==> src/rtl/tdm_demux16_pkg.sv <==
// tdm_pkg: frame geometry and receiver state shared with the transmit-side serialiser
package tdm_pkg;
  localparam int N_CH = 16;
  localparam int SEL_W = $clog2(N_CH);
  typedef enum logic {IDLE, RUN} state_t;
endpackage

==> src/rtl/tdm_demux16_if.sv <==
// tdm_demux16_if: serial slot stream in, rebuilt word and status pulses out
interface tdm_demux16_if;
  import tdm_pkg::*;
  logic din;
  logic din_valid;
  logic sof;
  logic [SEL_W-1:0] sel;
  logic [N_CH-1:0] dout;
  logic dout_valid;
  logic frame_err;
  modport master(output din, din_valid, sof, input sel, dout, dout_valid, frame_err);
  modport slave(input din, din_valid, sof, output sel, dout, dout_valid, frame_err);
endinterface

==> src/rtl/tdm_demux16_slot_counter.sv <==
// slot_counter: slot index with load-to-1, clear, increment and last-slot flag
module slot_counter
  import tdm_pkg::*;
(
  input  logic             clk,
  input  logic             rst,
  input  logic             load1,
  input  logic             clr,
  input  logic             inc,
  output logic [SEL_W-1:0] cnt,
  output logic             tc
);
  always_ff @(posedge clk or posedge rst)
    if (rst) cnt <= '0;
    else if (clr) cnt <= '0;
    else if (load1) cnt <= SEL_W'(1);
    else if (inc) cnt <= cnt + 1'b1;
  assign tc = cnt == SEL_W'(N_CH - 1);
endmodule

==> src/rtl/tdm_demux16.sv <==
// tdm_demux16: rebuilds a word from one serial bit per valid slot, slot k -> bit k
module tdm_demux16
  import tdm_pkg::*;
(
  input logic clk,
  input logic rst,
  tdm_demux16_if.slave bus
);
  state_t state, state_nx;
  logic [N_CH-2:0] shadow;
  logic [SEL_W-1:0] cnt;
  logic start, run_bit, done, abort, inc, tc;
  slot_counter u_cnt (
    .clk(clk), .rst(rst), .load1(start), .clr(done), .inc(inc), .cnt(cnt), .tc(tc)
  );
  always_comb begin
    start = bus.din_valid && bus.sof;
    run_bit = bus.din_valid && !bus.sof && state == RUN;
    done = run_bit && tc;
    inc = run_bit && !tc;
    abort = start && state == RUN;
    state_nx = start ? RUN : done ? IDLE : state;
  end
  // the last slot bit bypasses the shadow and goes straight into dout
  always_ff @(posedge clk or posedge rst)
    if (rst) begin
      state <= IDLE;
      shadow <= '0;
      bus.dout <= '0;
      bus.dout_valid <= 1'b0;
      bus.frame_err <= 1'b0;
    end else begin
      state <= state_nx;
      if (start) shadow[0] <= bus.din;
      else if (inc) shadow[cnt] <= bus.din;
      if (done) bus.dout <= {bus.din, shadow};
      bus.dout_valid <= done;
      bus.frame_err <= abort;
    end
  assign bus.sel = cnt;
endmodule
==> src/flat_wrapper.sv <==
// flat-port wrapper written by rule: the top's interface ports become plain ports
module tdm_demux16_flat import tdm_pkg::*;
  (clk, rst, bus_din, bus_din_valid, bus_sof, bus_sel, bus_dout, bus_dout_valid, bus_frame_err);
  tdm_demux16_if bus_i ();
  input logic clk;
  input logic rst;
  input wire logic [$bits(bus_i.din)-1:0] bus_din;
  input wire logic [$bits(bus_i.din_valid)-1:0] bus_din_valid;
  input wire logic [$bits(bus_i.sof)-1:0] bus_sof;
  output wire logic [$bits(bus_i.sel)-1:0] bus_sel;
  output wire logic [$bits(bus_i.dout)-1:0] bus_dout;
  output wire logic [$bits(bus_i.dout_valid)-1:0] bus_dout_valid;
  output wire logic [$bits(bus_i.frame_err)-1:0] bus_frame_err;
  assign bus_i.din = bus_din;
  assign bus_i.din_valid = bus_din_valid;
  assign bus_i.sof = bus_sof;
  assign bus_sel = bus_i.sel;
  assign bus_dout = bus_i.dout;
  assign bus_dout_valid = bus_i.dout_valid;
  assign bus_frame_err = bus_i.frame_err;
  tdm_demux16 u_core (.clk(clk), .rst(rst), .bus(bus_i));
endmodule
==> config.mk <==
export PLATFORM = sky130hd
export DESIGN_NAME = tdm_demux16_flat
export DESIGN_NICKNAME = d
export VERILOG_FILES = /design/src/rtl/tdm_demux16_pkg.sv /design/src/rtl/tdm_demux16_if.sv /design/src/rtl/tdm_demux16_slot_counter.sv /design/src/rtl/tdm_demux16.sv /design/src/flat_wrapper.sv
export SDC_FILE = /design/constraint.sdc
export NUM_CORES = 1
export LEC_CHECK = 0
export ABC_AREA = 0
export CAP_MARGIN = 40
export CORE_ASPECT_RATIO = 1.75
export CORE_UTILIZATION = 47
export CTS_CLUSTER_DIAMETER = 200
export DETAILED_ROUTE_END_ITERATION = 10
export PLACE_DENSITY = 0.74
export SLEW_MARGIN = 40
export SYNTH_ARGS = -nofsm -noshare
export SYNTH_HDL_FRONTEND = slang
export SYNTH_SLANG_ARGS = --single-unit
==> constraint.sdc <==
create_clock -name clk -period 1.7 [get_ports clk]
set_input_delay 0.34 -clock clk [delete_from_list [all_inputs] [get_ports clk]]
set_output_delay 0.34 -clock clk [all_outputs]
set_load 0.05 [all_outputs]
==> results.cfg <==
[logic_synthesis]
yosys.area.top_type = dfrtp_1
yosysMostFrequentCell = dfrtp_1
yosys_warnings = 0
yosysSeqAreaShare_pct = 57.1
syn-num-nets = 132
yosys-top-cells-count = dfrtp_1, mux2_2, mux2_1, inv_1, o21ai_0
synthTopCellsByArea = dfrtp_1, mux2_2, mux2_1, ha_1, o21ai_0
syn-cell-area_mm2 = 0.00167
synthDistinctLibCells = 31
syn-instance-count = 123
ys.flop_type = dfrtp_1
avgSynthCellArea_um2 = 13.5
async_flop_share_pct = 100
synth_edf_count = 0
netlist.area_leader.share_pct = 57.1
ys_ff_latch = 38

[route]
drc = 0
firstDrtPassIters = 4
viasPerCell = 5.33
drtIter0Drc = 20
antenna_left = 0
wl_per_cell_um = 14.8
routed_wirelength_um = 3190
vias = 1146

[worst_setup_path]
critPathArrivalTime_ns = 1.89
crit_required_ns = 1.88
startpoint_type = flip-flop
crit_chain = inv_2, buf_4, ha_1, nor4bb_2, o21ai_1, mux2_2
crit_path_end_kind = flip-flop
path_max_fanout = 4
slowest_delay_ns = 0.44
crit_slowest_cell = dfrtp_2
critPathKind = flip-flop to flip-flop

[placed_design]
dp_cells = 204
place_hpwl_um = 2220
gp_congestion = 0.769
io_buffers = 26
pre_cts_slack_ns = -0.336

[power]
p_per_area_mw_per_mm2 = 943
ir_worst_vdd_v = 0.000750
leakagePower_nw = 1.12

[clocking]
clock-root-buffer = clkbuf_8
clk_pin_slew_ns = 0.07
cts_tree = done
cts_buffers = 5
clkLatencyLatePin_ns = 0.29
hold_buffers = 0
clock_sinks = 38
clockBufferDepth = 2
htree_levels = 2

[layout]
synthToLayoutAreaGrowth_pct = 37.3
drive_gt1_share_pct = 47.6
fin_cells = 215
layout.nets = 178
antennaDiodeCount = 0

[sta]
fin_ws_ns = -0.0144
finalSetupViolations = 1
maxSlewHeadroom_pct = 69.2
grt_setup_unrepaired = true
post-route-period-util_pct = 101
worst_pin_slew_ns = 0.458
min_period_ns = 1.71
fin_worst_skew_ns = 0.00366
slew_violations = 0
holdWs_ns = 0.403
timing.setup.tns_ns = -0.0144
fmax_mhz = 583
hold_violations = 0

[die]
rows = 28
die_x_um = 47.0
die_h_um = 80.7
start_util_pct = 49.5
dieArea_mm2 = 0.00379
core_mm2 = 0.00336
pin_count = 27

[global_routing]
antenna_found_initial = 0
overflow = 0
grt_use_total_pct = 19.8
grt_pass1_vias = 1146
grt_pass1_wl_um = 5210
grt_max_degree = 39

[run_status]
status = finished, violations left
violations = setup timing

[hold_path]
hold_class = input pin to asynchronous set/reset pin

[job]
maxCapViolCount = 0
[sequential cells by signal, summed over array words and instances, names as in the netlist]
register               count
u_core.bus.dout           16
u_core.u_cnt.cnt           4
u_core.shadow             15
u_core.state               1
u_core.bus.dout_valid      1
u_core.bus.frame_err       1
[stage by stage]
step | instance area [um2] | utilization [%] | total power, mW
after detailed placement | 2110 | 62.7 | 1.40
after CTS | 2220 | 66.1 | 2.15
after global routing | 2290 | 68.0 | 2.26
after floorplan | 1690 | - | 1.23
after global placement | 2110 | 62.7 | 1.38
final | 2290 | 68.0 | 2.16
[cell usage in the layout (no fill, tap or decap), types with 2 or more instances in the layout]
master | synthesis | layout
clkbuf_8 | 0 | 5
nand3_1 | 2 | 2
dfrtp_1 | 38 | 34
mux2_1 | 14 | 13
inv_1 | 7 | 5
buf_4 | 1 | 32
mux2_2 | 17 | 17
a21oi_1 | 2 | 2
ha_4 | 0 | 2
nor4_1 | 4 | 4
o21ai_0 | 6 | 5
buf_12 | 0 | 7
clkdlybuf4s50_1 | 0 | 3
dfrtp_2 | 0 | 4
or4_1 | 2 | 2
nand2_1 | 3 | 3
nand4_1 | 3 | 3
inv_2 | 1 | 3
clkinv_2 | 0 | 2
[routing by layer]
layer  vias to the layer above  wire (um)  GRT usage (%)  share of wire (%)
li1                        535          -              -                  -
met1                       574       1160           22.1                 36
met2                        25       1780           31.5                 56
met3                        12        121           5.56                3.8
met4                         0        118           12.9                3.7
met5                         -          0              0                  0
[path summary, 6_finish.rpt]
path                                          start                   to  slack [ns]  depth (start not counted)
worst max-delay path            u_core.u_cnt.cnt[0]     u_core.shadow[0]       -0.01                          6
worst min-delay path                            rst  u_core.bus.dout[10]        0.40                          3
worst max register to register  u_core.u_cnt.cnt[0]     u_core.shadow[0]       -0.01                          6
worst min register to register    u_core.shadow[12]    u_core.shadow[12]        0.49                          1
max in group asynchronous                       rst  u_core.u_cnt.cnt[0]        1.09                          3
min in group clk                  u_core.shadow[12]    u_core.shadow[12]        0.49                          1
[critical path, delay by kind of cell, from the launching register on]
kind / cells / cell delay [ns]
buffers and inverters: 2 / 0.21
and+or+nand+nor: 1 / 0.19
DFF: 1 / 0.44
muxes: 1 / 0.35
adders and majority gates: 1 / 0.25
AOI/OAI and AO/OA: 1 / 0.17
[logic make-up after synthesis]
kind of cell	synth area share, %
fa+ha+maj	3.01
flops	57.1
compound gates	3.83
mux	21.0
buf+inv	3.68
simple gates	11.4
[final cells by class]
class                      instances  area [um2]
inverter                           8        30.0
sequential                        38         956
clock buffer                       5        68.8
tap                               45        56.3
fill                             273        1080
timing repair buffer              44         430
clock inverter                     3        40.0
multi-input combinational         72         704
[timing repair]
action	in CTS	in global routing
pin swaps	0	0
endpoints found under the hold margin	0	0
buffers inserted	0	3
cloned	0	0
setup endpoints to repair	2	22
gates resized for setup	4	6
[power breakdown]
| part | switching, mW | leakage [nW] | internal, mW |
|---|---|---|---|
| clock network | 0.303 | 0.0579 | 0.431 |
| registers | 0.0538 | 0.506 | 0.985 |
| logic | 0.186 | 0.561 | 0.197 |
| total | 0.543 | 1.12 | 1.61 |
No activity file was read; power rests on OpenSTA's default activity.
